===== src/rtl/gcd_pkg.sv =====
// Shared definitions for the GCD requester, datapath and control.
// Latency: n/a (types and constants only).
// Backpressure: n/a.
//
// Contents: FSM state encoding for gcd_client, and default WIDTH / LAT_W /
// TIMEOUT values that the GCD datapath and control use as well.
package gcd_pkg;

    // Requester FSM state encoding. The values are fixed (IDLE=0 .. RESP=3)
    // so that debug taps and the GCD control agree on what they mean.
    typedef enum logic [1:0] {
        IDLE  = 2'd0,
        ISSUE = 2'd1,
        BUSY  = 2'd2,
        RESP  = 2'd3
    } gcd_state_e;

    // Default operand/result width.
    localparam int GCD_WIDTH   = 16;
    // Default latency counter width. The counter saturates at 2^LAT_W-1.
    localparam int GCD_LAT_W   = 8;
    // Default number of BUSY cycles before a request is abandoned.
    // It must not exceed 2^LAT_W-1 so that it can be reported in resp_latency.
    localparam int GCD_TIMEOUT = 200;

endpackage : gcd_pkg


===== src/rtl/gcd_sat_counter.sv =====
// Saturating up-counter with synchronous clear and count enable.
// Latency: count reflects clr/en one cycle after they are asserted.
// Backpressure: none; when en is held high at full scale, count stays at all-ones.
//
// Ports:
//   clk    - clock, rising edge
//   reset  - synchronous, active-high; forces count to 0
//   clr    - synchronous clear; takes priority over en
//   en     - increment enable
//   count  - current value, LAT_W bits
module gcd_sat_counter
    import gcd_pkg::*;
#(
    parameter int LAT_W = GCD_LAT_W
) (
    input  logic             clk,
    input  logic             reset,
    input  logic             clr,
    input  logic             en,
    output logic [LAT_W-1:0] count
);

    localparam logic [LAT_W-1:0] COUNT_MAX = '1;

    always_ff @(posedge clk) begin
        if (reset) begin
            count <= '0;
        end else if (clr) begin
            count <= '0;
        end else if (en && (count != COUNT_MAX)) begin
            count <= count + LAT_W'(1);
        end
    end

endmodule : gcd_sat_counter


===== src/rtl/gcd_client.sv =====
// Requester-side controller for the sequential GCD unit: issues one operand pair, then captures the result and its latency.
// Latency: ISSUE one cycle after acceptance, result captured in the gcd_result_rdy cycle, response is valid on the next cycle.
// Backpressure: one request in flight. req_ready is high only in IDLE, and RESP holds the response until resp_ready.
//
// Ports:
//   clk, reset                          - clock; synchronous active-high reset
//   req_valid/req_ready, req_a, req_b   - upstream operand pair (valid/ready)
//   gcd_input_available, gcd_a, gcd_b   - operand load pulse and operands to the GCD unit
//   gcd_result_rdy, gcd_result          - result handshake from the GCD unit
//   gcd_result_taken                    - result consumed (also used to flush stale results)
//   resp_valid/resp_ready               - downstream response (valid/ready)
//   resp_gcd, resp_latency, resp_timeout- captured result, BUSY cycle count, abort flag
//   err                                 - sticky timeout indication, cleared only by reset
module gcd_client
    import gcd_pkg::*;
#(
    parameter int WIDTH   = GCD_WIDTH,
    parameter int LAT_W   = GCD_LAT_W,
    parameter int TIMEOUT = GCD_TIMEOUT
) (
    input  logic             clk,
    input  logic             reset,

    input  logic             req_valid,
    output logic             req_ready,
    input  logic [WIDTH-1:0] req_a,
    input  logic [WIDTH-1:0] req_b,

    output logic             gcd_input_available,
    output logic [WIDTH-1:0] gcd_a,
    output logic [WIDTH-1:0] gcd_b,
    input  logic             gcd_result_rdy,
    input  logic [WIDTH-1:0] gcd_result,
    output logic             gcd_result_taken,

    output logic             resp_valid,
    input  logic             resp_ready,
    output logic [WIDTH-1:0] resp_gcd,
    output logic [LAT_W-1:0] resp_latency,
    output logic             resp_timeout,
    output logic             err
);

    // Abort when the counter reaches TIMEOUT-1 in BUSY. At that point
    // TIMEOUT BUSY cycles have elapsed because the counter starts at 0.
    localparam logic [LAT_W-1:0] TIMEOUT_LAST = LAT_W'(TIMEOUT - 1);
    localparam logic [LAT_W-1:0] TIMEOUT_VAL  = LAT_W'(TIMEOUT);

    gcd_state_e       state_q;
    gcd_state_e       state_d;

    logic [WIDTH-1:0] a_q;
    logic [WIDTH-1:0] b_q;
    logic [WIDTH-1:0] resp_gcd_q;
    logic [LAT_W-1:0] resp_lat_q;
    logic             resp_to_q;
    logic             err_q;

    logic             load_req;
    logic             cap_result;
    logic             cap_timeout;
    logic             cnt_clr;
    logic             cnt_en;
    logic [LAT_W-1:0] lat_cnt;

    // Latency / timeout counter. It is cleared in ISSUE, so the first BUSY
    // cycle sees 0. It then counts once per BUSY cycle.
    gcd_sat_counter #(
        .LAT_W (LAT_W)
    ) u_lat_cnt (
        .clk   (clk),
        .reset (reset),
        .clr   (cnt_clr),
        .en    (cnt_en),
        .count (lat_cnt)
    );

    // State register.
    always_ff @(posedge clk) begin
        if (reset) begin
            state_q <= IDLE;
        end else begin
            state_q <= state_d;
        end
    end

    // Next state and handshake outputs.
    always_comb begin
        state_d             = state_q;
        req_ready           = 1'b0;
        gcd_input_available = 1'b0;
        gcd_result_taken    = 1'b0;
        resp_valid          = 1'b0;
        load_req            = 1'b0;
        cap_result          = 1'b0;
        cap_timeout         = 1'b0;
        cnt_clr             = 1'b0;
        cnt_en              = 1'b0;

        case (state_q)
            IDLE: begin
                req_ready = 1'b1;
                // A result that arrives after its request was abandoned is
                // acknowledged and dropped, so the GCD unit is not left stuck.
                gcd_result_taken = gcd_result_rdy;
                if (req_valid) begin
                    load_req = 1'b1;
                    state_d  = ISSUE;
                end
            end

            ISSUE: begin
                // A single-cycle load pulse. The GCD unit latches gcd_a/gcd_b on this edge.
                gcd_input_available = 1'b1;
                cnt_clr             = 1'b1;
                state_d             = BUSY;
            end

            BUSY: begin
                cnt_en = 1'b1;
                // Check for a result first, so that a result arriving in the
                // timeout cycle is still delivered as a normal response.
                if (gcd_result_rdy) begin
                    gcd_result_taken = 1'b1;
                    cap_result       = 1'b1;
                    state_d          = RESP;
                end else if (lat_cnt == TIMEOUT_LAST) begin
                    cap_timeout = 1'b1;
                    state_d     = RESP;
                end
            end

            RESP: begin
                resp_valid       = 1'b1;
                gcd_result_taken = gcd_result_rdy;
                if (resp_ready) begin
                    state_d = IDLE;
                end
            end

            default: begin
                state_d = IDLE;
            end
        endcase
    end

    // Operand and response capture registers.
    always_ff @(posedge clk) begin
        if (reset) begin
            a_q        <= '0;
            b_q        <= '0;
            resp_gcd_q <= '0;
            resp_lat_q <= '0;
            resp_to_q  <= 1'b0;
            err_q      <= 1'b0;
        end else begin
            if (load_req) begin
                a_q <= req_a;
                b_q <= req_b;
            end
            if (cap_result) begin
                resp_gcd_q <= gcd_result;
                resp_lat_q <= lat_cnt;
                resp_to_q  <= 1'b0;
            end else if (cap_timeout) begin
                resp_gcd_q <= '0;
                resp_lat_q <= TIMEOUT_VAL;
                resp_to_q  <= 1'b1;
                err_q      <= 1'b1;
            end
        end
    end

    // The operands are driven from the holding registers at all times.
    // They stay stable from ISSUE through BUSY because a_q/b_q load only in IDLE.
    assign gcd_a        = a_q;
    assign gcd_b        = b_q;
    assign resp_gcd     = resp_gcd_q;
    assign resp_latency = resp_lat_q;
    assign resp_timeout = resp_to_q;
    assign err          = err_q;

endmodule : gcd_client


===== config.mk =====
export PLATFORM = sky130hd
export DESIGN_NAME = gcd_client
export DESIGN_NICKNAME = d
export VERILOG_FILES = /design/src/rtl/gcd_pkg.sv /design/src/rtl/gcd_sat_counter.sv /design/src/rtl/gcd_client.sv
export SDC_FILE = /design/constraint.sdc
export NUM_CORES = 1
export LEC_CHECK = 0
export CAP_MARGIN = 20
export CELL_PAD_IN_SITES_DETAIL_PLACEMENT = 1
export CELL_PAD_IN_SITES_GLOBAL_PLACEMENT = 2
export CORE_MARGIN = 2
export CORE_UTILIZATION = 23
export CTS_CLUSTER_SIZE = 16
export DETAILED_ROUTE_END_ITERATION = 6
export HOLD_SLACK_MARGIN = 0.12
export PLACE_DENSITY = 0.88
export SLEW_MARGIN = 20
export SYNTH_ARGS = -nofsm -noshare
export SYNTH_HDL_FRONTEND = slang
export SYNTH_SLANG_ARGS = --single-unit
export TNS_END_PERCENT = 100

===== constraint.sdc =====
create_clock -name clk -period 1.75 [get_ports clk]
set_input_delay 0.175 -clock clk [delete_from_list [all_inputs] [get_ports clk]]
set_output_delay 0.175 -clock clk [all_outputs]
set_load 0.02 [all_outputs]

Yosys cells after proc, flatten, opt, wreduce, memory -nomap -nowiden
Index checks and enable logic that the tools add are counted.
{"block": "totals", "register_bits": 68, "elab_cells": 47}
{"block": "classes", "n_addsub": 1, "reduce_logical": 8, "bitwise": 1, "n_eq_ne": 8, "muxes": 21}
{"op": "16-bit two-way mux", "n": 2}
{"op": "8-bit two-way mux", "n": 2}
{"op": "1-bit two-way mux", "n": 11}
{"op": "8-bit by 1-bit adder with 8-bit output (second input constant)", "n": 1}
{"op": "8-bit == test (second input constant)", "n": 1}
{"op": "2-bit two-way mux", "n": 4}
{"op": "8-bit inequality test (second input constant)", "n": 1}
{"op": "2-bit case mux with 4 select lines", "n": 1}
{"op": "2-bit OR reduction", "n": 3}
{"op": "2-bit == test (second input constant)", "n": 2}
{"op": "2-bit inequality test (second input constant)", "n": 2}
{"op": "3-bit inequality test (second input constant)", "n": 1}
{"op": "3-bit AND reduction", "n": 1}
{"op": "2-bit by 1-bit == test with 1-bit output (second input constant)", "n": 1}
{"op": "2-bit logical NOT", "n": 1}
{"op": "1-bit case mux with 2 select lines", "n": 1}
{"op": "2-bit AND reduction", "n": 1}
{"op": "2-bit nonzero test", "n": 1}
{"op": "1-bit logical AND", "n": 1}
{"op": "1-bit inverter", "n": 1}

Logic depth before layout (Yosys ltp)
Gate-level depths: netlist of run 1.
{"block": "depth", "ltp_word": 6, "mapped_depth": 7}

By module
A second synthesis of run 1 with hierarchy kept.
{"block": "hier_totals", "hier_cells": 329, "hier_area_um2": 2678.8}
{"mod": "gcd_client", "seq_area_each_um2": 1201.2, "cells_per_inst": 282, "n_inst": 1, "area_per_inst_um2": 2243.4}
{"mod": "gcd_sat_counter", "seq_area_each_um2": 160.2, "cells_per_inst": 47, "n_inst": 1, "area_per_inst_um2": 435.4}

Worst setup path before layout of run 1
Ideal clock, no wire load.
{"block": "synth_path", "kind": "register to register", "start": "register state_q[0]", "end": "register b_q[2], in the netlist gcd_b[2]", "arrival_time_ps": 1485, "setup_ps": 71, "path_slack_ps": 194, "synth_period_minus_slack_ps": 1556, "required_time_ps": 1679, "path_stages_with_launch": 8, "path_cell_list": "dfxtp_1 -> inv_1 -> ha_1 -> and2_1 -> clkbuf_1 -> clkbuf_1 -> nand2_1 -> a21oi_1"}
{"block": "synth_between", "elab_chain_cells": 2}
{"item": "start: declaration", "line_no": "gcd_client.sv:49", "rtl": "gcd_state_e state_q;"}
{"item": "start signal: assignment", "line_no": "gcd_client.sv:83", "rtl": "state_q <= state_d;"}
{"item": "2-bit logical NOT", "line_no": "gcd_client.sv:100", "rtl": "case (state_q)"}
{"item": "1-bit two-way mux", "line_no": "gcd_client.sv:100"}
{"item": "end signal: assignment", "line_no": "gcd_client.sv:159", "rtl": "b_q <= req_b;"}
{"item": "end: declaration", "line_no": "gcd_client.sv:53", "rtl": "logic [WIDTH-1:0] b_q;"}
No other way between the ends.
A chain may end at the register's enable or synchronous reset.

Worst setup path after layout of run 1
{"block": "layout_path", "start": "register state_q[0]", "end": "output req_ready"}
{"block": "layout_between", "elab_chain_cells": 2}
{"item": "2-bit logical NOT", "line_no": "gcd_client.sv:100"}
{"item": "1-bit two-way mux", "line_no": "gcd_client.sv:100"}
{"item": "end: declaration", "line_no": "gcd_client.sv:25", "rtl": "output logic req_ready,"}
No other way between the ends.

==> results of run 1 <==
==> metrics by stage <==
| step | power [mW] | area (um2) | hold slack, ps |
|---|---|---|---|
| 2_1_floorplan | 2.72 | 2650 | 308 |
| 3_3_place_gp | 3.47 | 3990 | 440 |
| 3_5_place_dp | 3.53 | 3990 | 448 |
| 4_1_cts | 5.79 | 4360 | 231 |
| 5_1_grt | 6.03 | 4370 | 266 |
| 6_report | 5.70 | 4370 | 234 |
==> final cells by class <==
type / instances / area share (%)
inverters: 7 / 0.601
clock buffers: 9 / 5.15
multi-input cells: 232 / 26.9
well taps: 143 / 4.10
repair buffers: 129 / 28.8
clock inverters: 7 / 3.35
flip-flops and latches: 68 / 31.2
==> routing by layer <==
layer / share of wire [%] / wire [um] / vias to the layer above
li1: - / - / 1346
met1: 47 / 3950 / 1279
met2: 47 / 3940 / 75
met3: 5.3 / 446 / 8
met4: 0.89 / 75 / 0
met5: 0 / 0 / -
==> power by group through the flow <==
stage          Clock (mW)  Combinational (mW)  Sequential [mW]
2_1_floorplan           0               0.665             2.05
3_3_place_gp            0                1.61             1.86
3_5_place_dp            0                1.66             1.87
4_1_cts              2.31                1.64             1.84
5_1_grt              2.39                1.77             1.87
6_report             2.25                1.61             1.84
==> worst max-delay path, cell delays in order (launching register included) <==
cell           delay [ps]
dfxtp_1               390
inv_1                 100
ha_1                  260
dlygate4sd2_1         350
==> cell usage after synthesis, drive strengths merged <==
cell type	count
a211oi	2
clkbuf	18
o31ai	1
nand4	1
o211a	1
nand2	92
or3	1
inv	7
or3b	1
nor2b	2
and3	2
nand3	2
o21ai	25
a31oi	3
buf	3
a21o	1
xor2	1
and4	2
dfxtp	68
and2	3
a311oi	2
or2	1
nor3	8
o22ai	1
nor2	12
a21oi	62
ha	6
==> kinds of logic (layout without fill, tap and decap cells) <==
logic type      count (synthesis)  in the layout
simple gates                  127            127
compound gates                 98             98
flops                          68             68
buf+inv                        28            152
fa+ha+maj                       6              6
xor+xnor                        1              1
==> sequential cells by signal (all words and copies together) (netlist names) <==
name	cells
state_q	2
resp_gcd	16
u_lat_cnt.count	8
resp_latency	8
resp_timeout	1
gcd_a	16
err	1
gcd_b	16
==> how the worst min path moves through the flow <==
stage / to / slack, ps / cells after the start
2_1_floorplan: gcd_a[0]$_SDFFE_PP0P_ / 310 / 2
3_3_place_gp: gcd_a[14]$_SDFFE_PP0P_ / 440 / 2
3_5_place_dp: gcd_b[5]$_SDFFE_PP0P_ / 450 / 2
4_1_cts: err$_SDFFE_PP0P_ / 230 / 2
5_1_grt: err$_SDFFE_PP0P_ / 270 / 2
6_report: err$_SDFFE_PP0P_ / 230 / 2
==> timing repair <==
action / in CTS / in global routing
endpoints found under the setup margin: 3 / 19
gates resized for setup: 3 / 7
hold buffers: 0 / 0
==> impl_metrics.ini, run 1 <==
[finish]
post-route-util_pct = 38.6
n_antenna_cell = 0
fin_cells = 595
multi_input_area_um2 = 1170
area_growth_pct = 64.9
num-fill-cells = 1339
ff_latch_area_um2 = 1360
layout_common_cells = clkdlybuf4s50_1 (109), nand2_1 (92), dfxtp_1 (68)
final_common_cell = clkdlybuf4s50_1
drive_gt1_share_pct = 9.73
nets = 506

[global_route]
grt_pass1_vias = 2811
grt_busiest_layer = met2
grtUsageMet1_pct = 17.7
antenna_found_initial = 0
grt.met2_usage_pct = 23.3
grt_overflow = 0
use_met3_pct = 4.57
grt_max_degree = 33
grt_pass1_wl_mm = 14.0
grt_usage_pct = 14.0

[routing]
drt-total-wl_mm = 8.41
drtIter0Drc = 144
drc = 0
ant_nets = 0
firstDrtPassIters = 3
wl_per_cell_um = 14.1
vias = 2708
avgViaCountPerCell = 4.55

[job]
maxCapViolCount = 0

[timing]
fin_skew_ps = 8.81
setup_viol = 0
fin_setup_tns_ps = 0
tightestPinTransition_ps = 391
rsz0062_at_grt = no
min_period_over_period_pct = 91.4
timing.final.crit_period_ps = 1600
fmax_ghz = 0.625
final_max_slew_viol_count = 0
final_hold_viol_count = 0
slew_headroom_pct = 73.8
fin_ws_ps = 151

[place]
gp_congestion = 0.768
portBuffers = 114
dpl.hpwl_mm = 6.09
dp_slack_ps = 77.3
dp.cells = 579

[logic_synthesis]
netlist.area_leader.share_pct = 51.4
ys_ff_latch = 68
yosys-top-cells-area = dfxtp_1 (51%), nand2_1 (13%), a21oi_1 (12%), o21ai_0 (4.7%), ha_1 (2.8%)
synth_area_per_cell_um2 = 8.08
syn_inst = 328
netlist_area_um2 = 2650
synthAdderAreaFrac_pct = 2.83
synth-simple-area-share_pct = 20.6
synth_fp_nets = 387
yosys_warnings = 0
synth_top_family_by_area = simple AND/OR/NAND/NOR gates
synth_compound_area_share_pct = 20.0
muxShareOfSynthArea_pct = 0
synth_top_cell_by_area = dfxtp_1
synth.distinct_cells = 33
yosysSeqAreaShare_pct = 51.4
synth-xor-area-share_pct = 0.331

[worst_setup_path]
crit_arrival_ps = 1420
crit_type = register to output pin
regToRegStartpoint = u_lat_cnt.count[1]$_SDFFE_PP0P_
r2r_slack_ps = 200
startpoint = state_q[0]$_SDFFE_PP0P_
path_max_fanout = 4
end_kind = output pin
start_kind = register
reg2reg_to = resp_gcd[4]$_SDFFE_PP0P_
endpoint = req_ready
cp_data_required_time_ps = 1570
ff2ff_path_depth = 6

[die]
die_w_um = 111
dieArea_um2 = 12400
die_y_um = 111
pin_count = 115
coreArea_um2 = 11300
initial_core_util_pct = 23.4
rows = 39

[clock_tree]
worstSkewPairLatency_ps = 330
cts.sinks = 68
clkTransAtPathRegs_ps = 60
cts_root_buf = clkbuf_16
numCtsBuffers = 9
post_cts_buffers = 0
ctsHtreeMaxLevel = 3
cts_tree = built
cts_buffer_depth = 2

[outcome]
status = complete, no violations

[pwr]
pwr-share-comb_pct = 28.3
power_leakage_nw = 1.61
clockPowerShare_pct = 39.5
p_seq_share_pct = 32.2
power_per_cell_area_nw_per_um2 = 1310
power_switching_mw = 1.71
intPower_mw = 3.99
ir_drop_v = 0.000480
swShare_pct = 30.0

[hold_path]
hold_start = reset
min_path_type = input pin to register
No activity file was read; power rests on OpenSTA's default activity.
==> run 2: changes to the inputs <==
--- a/config.mk
+++ b/config.mk
@@ -14,6 +14,7 @@
 export DETAILED_ROUTE_END_ITERATION = 6
 export HOLD_SLACK_MARGIN = 0.12
 export PLACE_DENSITY = 0.88
+export RECOVER_POWER = 50
 export SLEW_MARGIN = 20
 export SYNTH_ARGS = -nofsm -noshare
 export SYNTH_HDL_FRONTEND = slang
==> run 2 against run 1 <==
Compared with the run above:
- design area fell by 0.49%
- die area did not move
- count of clock-buffer cells in the layout did not move
- register-to-register slack barely moved
- critical endpoint unchanged
- first-iteration DRC count fell by 8.3%
- sequential power barely moved
==> impl_metrics.ini, run 2 (synthesized netlist as in run 1, its figures left out) <==
[worst_setup_path]
crit_arrival_ps = 1420
path_max_fanout = 4
crit_type = register to output pin
start_kind = register
cp_data_required_time_ps = 1570
end_kind = output pin

[finish]
layout_common_cells = nand2_1 (92), dfxtp_1 (68), a21oi_1 (62)
drive_gt1_share_pct = 9.73
num-fill-cells = 1341
area_growth_pct = 64.1
n_antenna_cell = 0
post-route-util_pct = 38.4
final_common_cell = nand2_1
nets = 506

[global_route]
grt_pass1_vias = 2811
antenna_found_initial = 0
grt_max_degree = 33
grt_pass1_wl_mm = 14.0
grt_usage_pct = 14.0
grt_overflow = 0

[clock_tree]
cts_root_buf = clkbuf_16
clkTransAtPathRegs_ps = 60
worstSkewPairLatency_ps = 320
numCtsBuffers = 9
cts_tree = built
post_cts_buffers = 0
cts.sinks = 68
ctsHtreeMaxLevel = 3
hold_buffers = 0
cts_buffer_depth = 2

[die]
die_w_um = 111
rows = 39
die_y_um = 111
pin_count = 115
dieArea_um2 = 12400
coreArea_um2 = 11300
initial_core_util_pct = 23.4

[timing]
fmax_ghz = 0.627
slew_headroom_pct = 73.7
setup_viol = 0
final_hold_viol_count = 0
fin_skew_ps = 8.68
final_max_slew_viol_count = 0
timing.final.crit_period_ps = 1590
fin_setup_tns_ps = 0
tightestPinTransition_ps = 392
min_period_over_period_pct = 91.1
rsz0062_at_grt = no

[routing]
avgViaCountPerCell = 4.55
firstDrtPassIters = 3
drtIter0Drc = 132
vias = 2707
ant_nets = 0
drc = 0
drt-total-wl_mm = 8.40
wl_per_cell_um = 14.1

[pwr]
ir_drop_v = 0.000479
power_leakage_nw = 1.74
power_per_cell_area_nw_per_um2 = 1290

[place]
dpl.hpwl_mm = 6.09
portBuffers = 114
gp_congestion = 0.768

[job]
maxCapViolCount = 0

[outcome]
status = complete, no violations

[hold_path]
min_path_type = input pin to register
[run 2: path summary, 6_finish.rpt]
check / from / endpoint / slack, ps / depth (start not counted)
setup / recovery: state_q[0]$_SDFFE_PP0P_ / req_ready / 160 / 3
hold / removal: reset / err$_SDFFE_PP0P_ / 240 / 2
setup reg to reg: u_lat_cnt.count[1]$_SDFFE_PP0P_ / resp_latency[2]$_SDFFE_PP0P_ / 200 / 6
hold reg to reg: gcd_b[5]$_SDFFE_PP0P_ / gcd_b[5]$_SDFFE_PP0P_ / 450 / 2
[run 2: report_power, final]
group / internal [mW] / switching, mW / leakage, nW
sequential: 1.73 / 0.0966 / 0.553
clock: 1.55 / 0.707 / 0.180
combinational: 0.640 / 0.897 / 1.00
total: 3.92 / 1.70 / 1.74
[run 2: routing by layer]
| metal | track usage (%) | wire, um |
|---|---|---|
| met4 | 3.46 | 75 |
| met1 | 17.7 | 3930 |
| met5 | 0 | 0 |
| met3 | 4.57 | 452 |
| met2 | 23.3 | 3930 |
[run 2: stage by stage]
stage	worst slack [ps]	total power [mW]	instance area, um2	instances	hold WS (ps)
after detailed placement	77.3	3.53	3990	579	448
final	155	5.62	4350	595	238
after global placement	61.8	3.47	3990	579	440
after floorplan	194	2.72	2650	328	308
after global routing	39.8	5.95	4350	595	266
after CTS	9.35	5.79	4360	595	231
[run 2: repair_timing]
action | in CTS | in global routing
resized for setup | 3 | 7
cloned | 0 | 0
endpoints found under the setup margin | 3 | 19
[run 2: critical path: stages, from the launching register on]
cell           delay (ps)
dfxtp_1               390
inv_1                 100
ha_1                  260
dlygate4sd2_1         350
[run 2: layout make-up]
| class | count | area, um2 | share of cell area (%) |
|---|---|---|---|
| clock buffers | 9 | 225 | 5.18 |
| clock inverters | 7 | 146 | 3.37 |
| inverters | 7 | 26.3 | 0.604 |
| multi-input cells | 232 | 1170 | 27.0 |
| flip-flops and latches | 68 | 1360 | 31.3 |
| well taps | 143 | 179 | 4.12 |
| repair buffers | 129 | 1230 | 28.4 |
